### src/rtl/shift_reg_fifo_flags.sv
// shift_reg_fifo_flags
//
// Shift-register FIFO with an occupancy count and programmable almost-full
// and almost-empty flags. It also has sticky overflow/underflow error flags
// with a synchronous clear, and a build-time choice of read mode.
//
// Storage is mem_q[0..DEPTH-1] with mem_q[0] as the head (oldest word).
// A pop shifts every entry down by one. A push writes into the first free
// slot, taking the shift of the same cycle into account.
//
// Handshake: push is accepted when the FIFO is not full, or when a pop is
// accepted in the same cycle. pop is accepted when the FIFO is not empty. A
// request that is not accepted sets the matching sticky error flag, and it
// has no other effect.
//
// Ports:
//   clk          rising-edge clock
//   rstn         asynchronous active-low reset
//   push         write request
//   push_data    write data, captured when push is accepted
//   pop          read request
//   pop_data     read data. FWFT=1: the head, shown combinationally (0 when
//                empty). FWFT=0: registered, loaded on each accepted pop.
//   pop_valid    FWFT=1: !empty. FWFT=0: pulses one cycle after a pop.
//   empty        count == 0
//   full         count == DEPTH
//   almost_empty count <= AE_LVL
//   almost_full  count >= AF_LVL
//   count        occupancy, 0..DEPTH
//   overflow     sticky, set by a dropped push
//   underflow    sticky, set by an ignored pop
//   clr_err      synchronous clear of both sticky flags
module shift_reg_fifo_flags #(
    parameter int DEPTH  = 8,
    parameter int DATA_W = 32,
    parameter int AF_LVL = DEPTH - 2,
    parameter int AE_LVL = 2,
    parameter int FWFT   = 1,
    localparam int CW    = $clog2(DEPTH + 1)
) (
    input  logic              clk,
    input  logic              rstn,
    input  logic              push,
    input  logic [DATA_W-1:0] push_data,
    input  logic              pop,
    output logic [DATA_W-1:0] pop_data,
    output logic              pop_valid,
    output logic              empty,
    output logic              full,
    output logic              almost_empty,
    output logic              almost_full,
    output logic [CW-1:0]     count,
    output logic              overflow,
    output logic              underflow,
    input  logic              clr_err
);

    logic [DATA_W-1:0] mem_q [DEPTH];
    logic [DATA_W-1:0] mem_d [DEPTH];
    logic [CW-1:0]     count_q, count_d;
    logic [CW-1:0]     wr_idx;
    logic              overflow_q, overflow_d;
    logic              underflow_q, underflow_d;
    logic              acc_pop, acc_push;

    assign acc_pop  = pop & (count_q != '0);
    assign acc_push = push & ((count_q != CW'(DEPTH)) | acc_pop);

    // With a simultaneous pop, the write lands in the slot that the shift
    // has just freed.
    assign wr_idx = count_q - CW'(acc_pop);

    always_comb begin
        for (int i = 0; i < DEPTH; i++) begin
            mem_d[i] = mem_q[i];
        end
        if (acc_pop) begin
            for (int i = 0; i < DEPTH - 1; i++) begin
                mem_d[i] = mem_q[i + 1];
            end
        end
        if (acc_push) begin
            for (int i = 0; i < DEPTH; i++) begin
                if (wr_idx == CW'(i)) begin
                    mem_d[i] = push_data;
                end
            end
        end
    end

    assign count_d = count_q + CW'(acc_push) - CW'(acc_pop);

    // A new error event in the same cycle as clr_err keeps the flag set.
    always_comb begin
        overflow_d  = clr_err ? 1'b0 : overflow_q;
        underflow_d = clr_err ? 1'b0 : underflow_q;
        if (push & ~acc_push) begin
            overflow_d = 1'b1;
        end
        if (pop & ~acc_pop) begin
            underflow_d = 1'b1;
        end
    end

    always_ff @(posedge clk or negedge rstn) begin
        if (!rstn) begin
            for (int i = 0; i < DEPTH; i++) begin
                mem_q[i] <= '0;
            end
            count_q     <= '0;
            overflow_q  <= 1'b0;
            underflow_q <= 1'b0;
        end else begin
            for (int i = 0; i < DEPTH; i++) begin
                mem_q[i] <= mem_d[i];
            end
            count_q     <= count_d;
            overflow_q  <= overflow_d;
            underflow_q <= underflow_d;
        end
    end

    // The status flags are decoded only from the count register, so push
    // and pop never reach a flag combinationally.
    assign count        = count_q;
    assign empty        = (count_q == '0);
    assign full         = (count_q == CW'(DEPTH));
    assign almost_empty = (count_q <= CW'(AE_LVL));
    assign almost_full  = (count_q >= CW'(AF_LVL));
    assign overflow     = overflow_q;
    assign underflow    = underflow_q;

    if (FWFT != 0) begin : g_fwft
        assign pop_data  = empty ? '0 : mem_q[0];
        assign pop_valid = ~empty;
    end else begin : g_reg
        logic [DATA_W-1:0] rd_data_q;
        logic              rd_valid_q;

        always_ff @(posedge clk or negedge rstn) begin
            if (!rstn) begin
                rd_data_q  <= '0;
                rd_valid_q <= 1'b0;
            end else begin
                rd_valid_q <= acc_pop;
                if (acc_pop) begin
                    rd_data_q <= mem_q[0];
                end
            end
        end

        assign pop_data  = rd_data_q;
        assign pop_valid = rd_valid_q;
    end

endmodule

### config.mk
export PLATFORM = sky130hd
export DESIGN_NAME = shift_reg_fifo_flags
export DESIGN_NICKNAME = d
export VERILOG_FILES = /design/src/rtl/shift_reg_fifo_flags.sv
export SDC_FILE = /design/constraint.sdc
export NUM_CORES = 1
export LEC_CHECK = 0
export ABC_CLOCK_PERIOD_IN_PS = 3200
export CELL_PAD_IN_SITES_DETAIL_PLACEMENT = 1
export CELL_PAD_IN_SITES_GLOBAL_PLACEMENT = 2
export CORE_MARGIN = 2
export CORE_UTILIZATION = 40
export DETAILED_ROUTE_END_ITERATION = 12
export PLACE_DENSITY = 0.87
export SLEW_MARGIN = 30
export SYNTH_ARGS = -nofsm -noshare
export SYNTH_HDL_FRONTEND = slang
export SYNTH_SLANG_ARGS = --single-unit
export TNS_END_PERCENT = 10
### constraint.sdc
create_clock -name clk -period 3.2 [get_ports clk]
set_input_delay 0.64 -clock clk [delete_from_list [all_inputs] [get_ports clk]]
set_output_delay 0.64 -clock clk [all_outputs]
set_load 0.05 [all_outputs]
### Yosys cells after proc, flatten, opt, wreduce, memory -nomap -nowiden

Cells that the tools add are included.
W data, S select, Z words.

| storage, ports and cells | value |
|---|---|
| word-level logic and storage cells | 53 |
| output and inout bits | 43 |
| bits in registers | 262 |

| operators by class | value |
|---|---|
| magnitude comparators | 2 |
| equality and inequality tests | 9 |
| $add $sub $neg | 3 |
| reduce and logical (&&, ||, !) cells | 6 |
| multiplexer cells | 14 |
| bitwise operators | 8 |

Operators by type and width:

| kind | count |
|---|---|
| $mux W32 | 9 |
| $mux W256 | 1 |
| $mux W224 | 1 |
| $eq A4 B3 Y1 const B | 4 |
| $eq A4 B2 Y1 const B | 2 |
| $logic_not A4 Y1 | 2 |
| $sub A4 B1 Y4 | 2 |
| $add A4 B1 Y4 | 1 |
| $and A1 B1 Y1 | 4 |
| $eq A4 B1 Y1 const B | 1 |
| $eq A4 B4 Y1 const B | 1 |
| $ge A4 B3 Y1 const B | 1 |
| $le A4 B2 Y1 const B | 1 |
| $ne A4 B4 Y1 const B | 1 |
| $reduce_bool A2 Y1 | 2 |
| $reduce_bool A4 Y1 | 1 |
| $mux W1 | 3 |
| $not A1 Y1 | 3 |
| $reduce_and A2 Y1 | 1 |
| $or A1 B1 Y1 | 1 |

### Logic depth before layout (Yosys ltp)

| logic depth | value |
|---|---|
| depth in word-level cells | 7 |
| mapped depth | 15 |
| depth with buffers taken out | 13 |

### Least setup slack after synthesis

No wires, ideal clock.

| timing | value |
|---|---|
| kind | reg-to-reg |
| start point | reg count_q[2] (netlist: count[2]) |
| end point | reg mem_q[10] (netlist name) |
| path slack | -0.519 ns |
| stages on the path, launching flop included | 15 |
| arrival time | 3.594 ns |
| library setup time | 0.125 ns |
| cell sequence | dfrtp_1 > inv_1 > ha_1 > nand3_2 > clkinv_2 > nand2b_4 > inv_4 > buf_2 > ha_1 > ha_1 > a2111oi_2 > and3_1 > buf_6 > buf_12 > mux2_4 |

| on the way | value |
|---|---|
| word-level cells in the longest chain between the ends | 5 |
| elaborated cells on any way between the ends | 8 |
| classes of those cells | add/sub (1); eq/ne (2); bitwise (3); reduce/logical (2) |

Ends and longest elaborated chain:

| item | line | text |
|---|---|---|
| start, declared | 60 | `logic [CW-1:0] count_q, count_d;` |
| start signal, assigned | 117 | `count_q <= count_d;` |
| $reduce_bool A4 Y1 | 66 | `assign acc_pop = pop & (count_q != '0);` |
| $and A1 B1 Y1 | 66 |  |
| $sub A4 B1 Y4 / $or A1 B1 Y1 (equally long branches) | 71, 67 |  |
| $eq A4 B3 Y1 / $and A1 B1 Y1 (equally long branches) | 84, 67 |  |
| $reduce_and A2 Y1 (no source line) (*) | n/a |  |
| end signal, assigned by index | 115 | `mem_q[i] <= mem_d[i];` |
| end, declared | 58 | `logic [DATA_W-1:0] mem_q [DEPTH];` |

Every way passes the cells marked *; elsewhere a longest branch is shown, timed or not.
A chain may end at the register's enable or synchronous reset.

### Final worst setup path

| timing | value |
|---|---|
| start point | reg count_q[3] (netlist: count[3]) |
| end point | out pop_data[4] |

| on the way | value |
|---|---|
| word-level cells in the longest chain between the ends | 2 |

Ends and longest elaborated chain:

| item | line | text |
|---|---|---|
| $logic_not A4 Y1 | 126 | `assign empty = (count_q == '0);` |
| $mux W32 | 134 | `assign pop_data = empty ? '0 : mem_q[0];` |
| end, declared | 46 | `output logic [DATA_W-1:0] pop_data,` |

Every way passes these cells.

==> results.cfg <==
[pwr]
irDropWorstVdd_mv = 0.464
switching_share = 0.322
pwr-share-comb = 0.464
power_mw = 17.1
p_leak_nw = 7.59
power_density_nw_per_um2 = 1060
p_int_mw = 11.6
clkPwrFrac = 0.189
p_sw_mw = 5.51
pwr-share-seq = 0.347

[final_layout]
layout_commonest_cell = mux2_2
drive_gt1_frac = 0.584
multi_input_area_um2 = 6940
area.sequential_um2 = 6560
nNetsFinal = 1027
diodes = 0
finish.utilization = 0.472
areaGrowthSynthToFinish_pct = 16.8
fillers = 3357
instances_no_fill = 1452
final_cell_mix = mux2_2 (260), dfrtp_1 (259), mux2_4 (220), clkdlybuf4s50_1 (43), nor2b_1 (33)

[die]
dieArea_um2 = 36300
core-area_um2 = 34400
rows = 68
start_util = 0.404
die_height_um = 190
boundaryPins = 80
die_w_um = 190

[clock_tree]
cts_setup_buffers = 0
cts-root-buf = clkbuf_16
numCtsBuffers = 28
path_clk_slew_ps = 60
clk_latency_ps = 540
clock-sinks = 262
h-tree-depth = 1
cts_tree = yes
clk_path_buf_depth = 3

[setup_path]
crit_path_max_fanout = 34
start_kind = flip-flop
cp.arrival_ps = 2420
worstPathRequired_ps = 2560
r2r_slack_ps = 180
critical_path.endpoint_type = primary output
worstSetupPathType = flip-flop to primary output

[worst_hold_path]
hp-class = input pin to async pin

[yosys]
synth.yosys.warnings = 0
syn_inst = 889
syn_area_um2 = 13900
avgSynthCellArea_um2 = 15.6
syn-num-nets = 939
ys_seq_area_frac = 0.472
ys_types = 32
synth-seq-cells = 262

[grt]
met1_usage = 0.213
grt_usage = 0.163
gr-usage-met2 = 0.286
grt_pass1_vias = 8480
busiest_layer = met2
grt_max_degree = 99
antenna_found_initial = 2
grt_pass1_wl_um = 47600
use_met3 = 0.0259
overflow = 0

[placement]
detailed_place_hpwl_um = 17500
gp_congestion = 0.727
dp_cells = 1402
pre_cts_slack_ps = 14.7
io_buffers = 79

[sta]
finalHoldViolations = 0
fin_crit_ps = 3060
final.setup_skew_ps = 9.49
worst_slack_ps = 140
worst_pin_slew_ps = 839
fin_crit_sh = 0.956
relSlewSlack = 0.441
final-setup-viol-count = 0
rsz0062_at_grt = yes
clock.fmax_ghz = 0.327
finalMaxSlewViolations = 0

[drt]
drcViolationCount = 0
drtIter0Drc = 284
vias_per_cell = 5.10
routed_wl_um = 28600
vias = 7401
drtPass1Iterations = 4
post_drt_wl_per_cell_um = 19.7
postRouteAntennaNets = 0

[run]
cap_viol_max_count = 0

[outcome]
status = complete, no violations
-- state kept, by name, summed over array words and instances, names as in the netlist --
name	count
mem_q	256
count	4
overflow	1
underflow	1
-- synth_stat cells (all sizes together) --
master / instances / area share
a2111oi: 1 / 0.0011
a211oi: 1 / 0.00054
a21boi: 1 / 0.00054
a21o: 1 / 0.00054
a21oi: 4 / 0.0014
a221o: 1 / 0.00072
and3: 1 / 0.00045
buf: 49 / 0.031
clkbuf: 3 / 0.00081
clkinv: 1 / 0.00036
dfrtp: 262 / 0.47
fa: 1 / 0.0014
ha: 12 / 0.011
inv: 8 / 0.0023
mux2: 480 / 0.45
nand2: 6 / 0.0016
nand2b: 3 / 0.0019
nand3: 10 / 0.0043
nand3b: 1 / 0.00054
nor2: 2 / 0.00054
nor2b: 33 / 0.015
nor3b: 1 / 0.00090
o21ai: 4 / 0.0014
xnor2: 1 / 0.00063
xor2: 2 / 0.0013
-- routing by layer --
metal,routed length (um),share of wire
met1,13000,0.45
met2,14300,0.50
met3,900,0.031
met4,425,0.015
met5,29,0.0010
-- final timing paths --
| kind | to | startpoint | cells past startpoint |
|---|---|---|---|
| max | pop_data[4] | count[3] | 7 |
| min | mem_q[220] | rstn | 1 |
| max reg2reg | mem_q[31] | count[3] | 12 |
| min reg2reg | mem_q[0] | mem_q[0] | 1 |
| max in group asynchronous | mem_q[119] | rstn | 2 |
| min in group clk | mem_q[0] | mem_q[0] | 1 |
-- what timing repair did --
action / CTS / global route
hold endpoints to repair: 0 / 0
hold buffers: 0 / 0
endpoints found under the setup margin: 33 / 68
resized for setup: 34 / 3
-- through the flow --
step	instance area [um^2]	hold slack (ps)	TNS, ps
after floorplan	13900	344	0
after CTS	16200	180	0
after global routing	16200	199	-36.9
after global placement	15300	485	0
after detailed placement	15300	490	0
final	16200	129	0
-- layout make-up --
class,instances,share of cell area
Inverter,9,0.00316
Tap cell,455,0.0351
Clock inverter,10,0.00632
Timing Repair Buffer,110,0.0727
Multi-Input combinational cell,566,0.428
Clock buffer,40,0.0510
Sequential cell,262,0.404
-- worst max-delay path: stages, from the launching register on --
cell,delay (ps)
dfrtp_2,430
inv_1,160
ha_2,260
nand3_4,90
clkinv_4,60
buf_6,290
nor2b_1,120
dlygate4sd2_1,440
-- power by group through the flow --
stage | logic [mW] | registers [mW] | clock network (mW)
finish | 7.95 | 5.95 | 3.24
global route | 8.53 | 6.17 | 3.48
CTS | 8.05 | 5.97 | 3.35
detailed placement | 8.11 | 5.99 | 0
global placement | 7.83 | 5.89 | 0
floorplan | 6.49 | 5.73 | 0
-- cell families (layout without fill, tap and decap cells) --
family,count (synthesis),after routing,share of synthesized area
buffers and inverters,61,169,0.0343
xor gates and xnor gates,3,3,0.00189
AOI/OAI and AO/OA,13,13,0.00630
and+or+nand+nor,57,57,0.0251
muxes,480,480,0.448
adders and majority gates,13,13,0.0122
DFF,262,262,0.472
(Power assumes the default switching activity.)
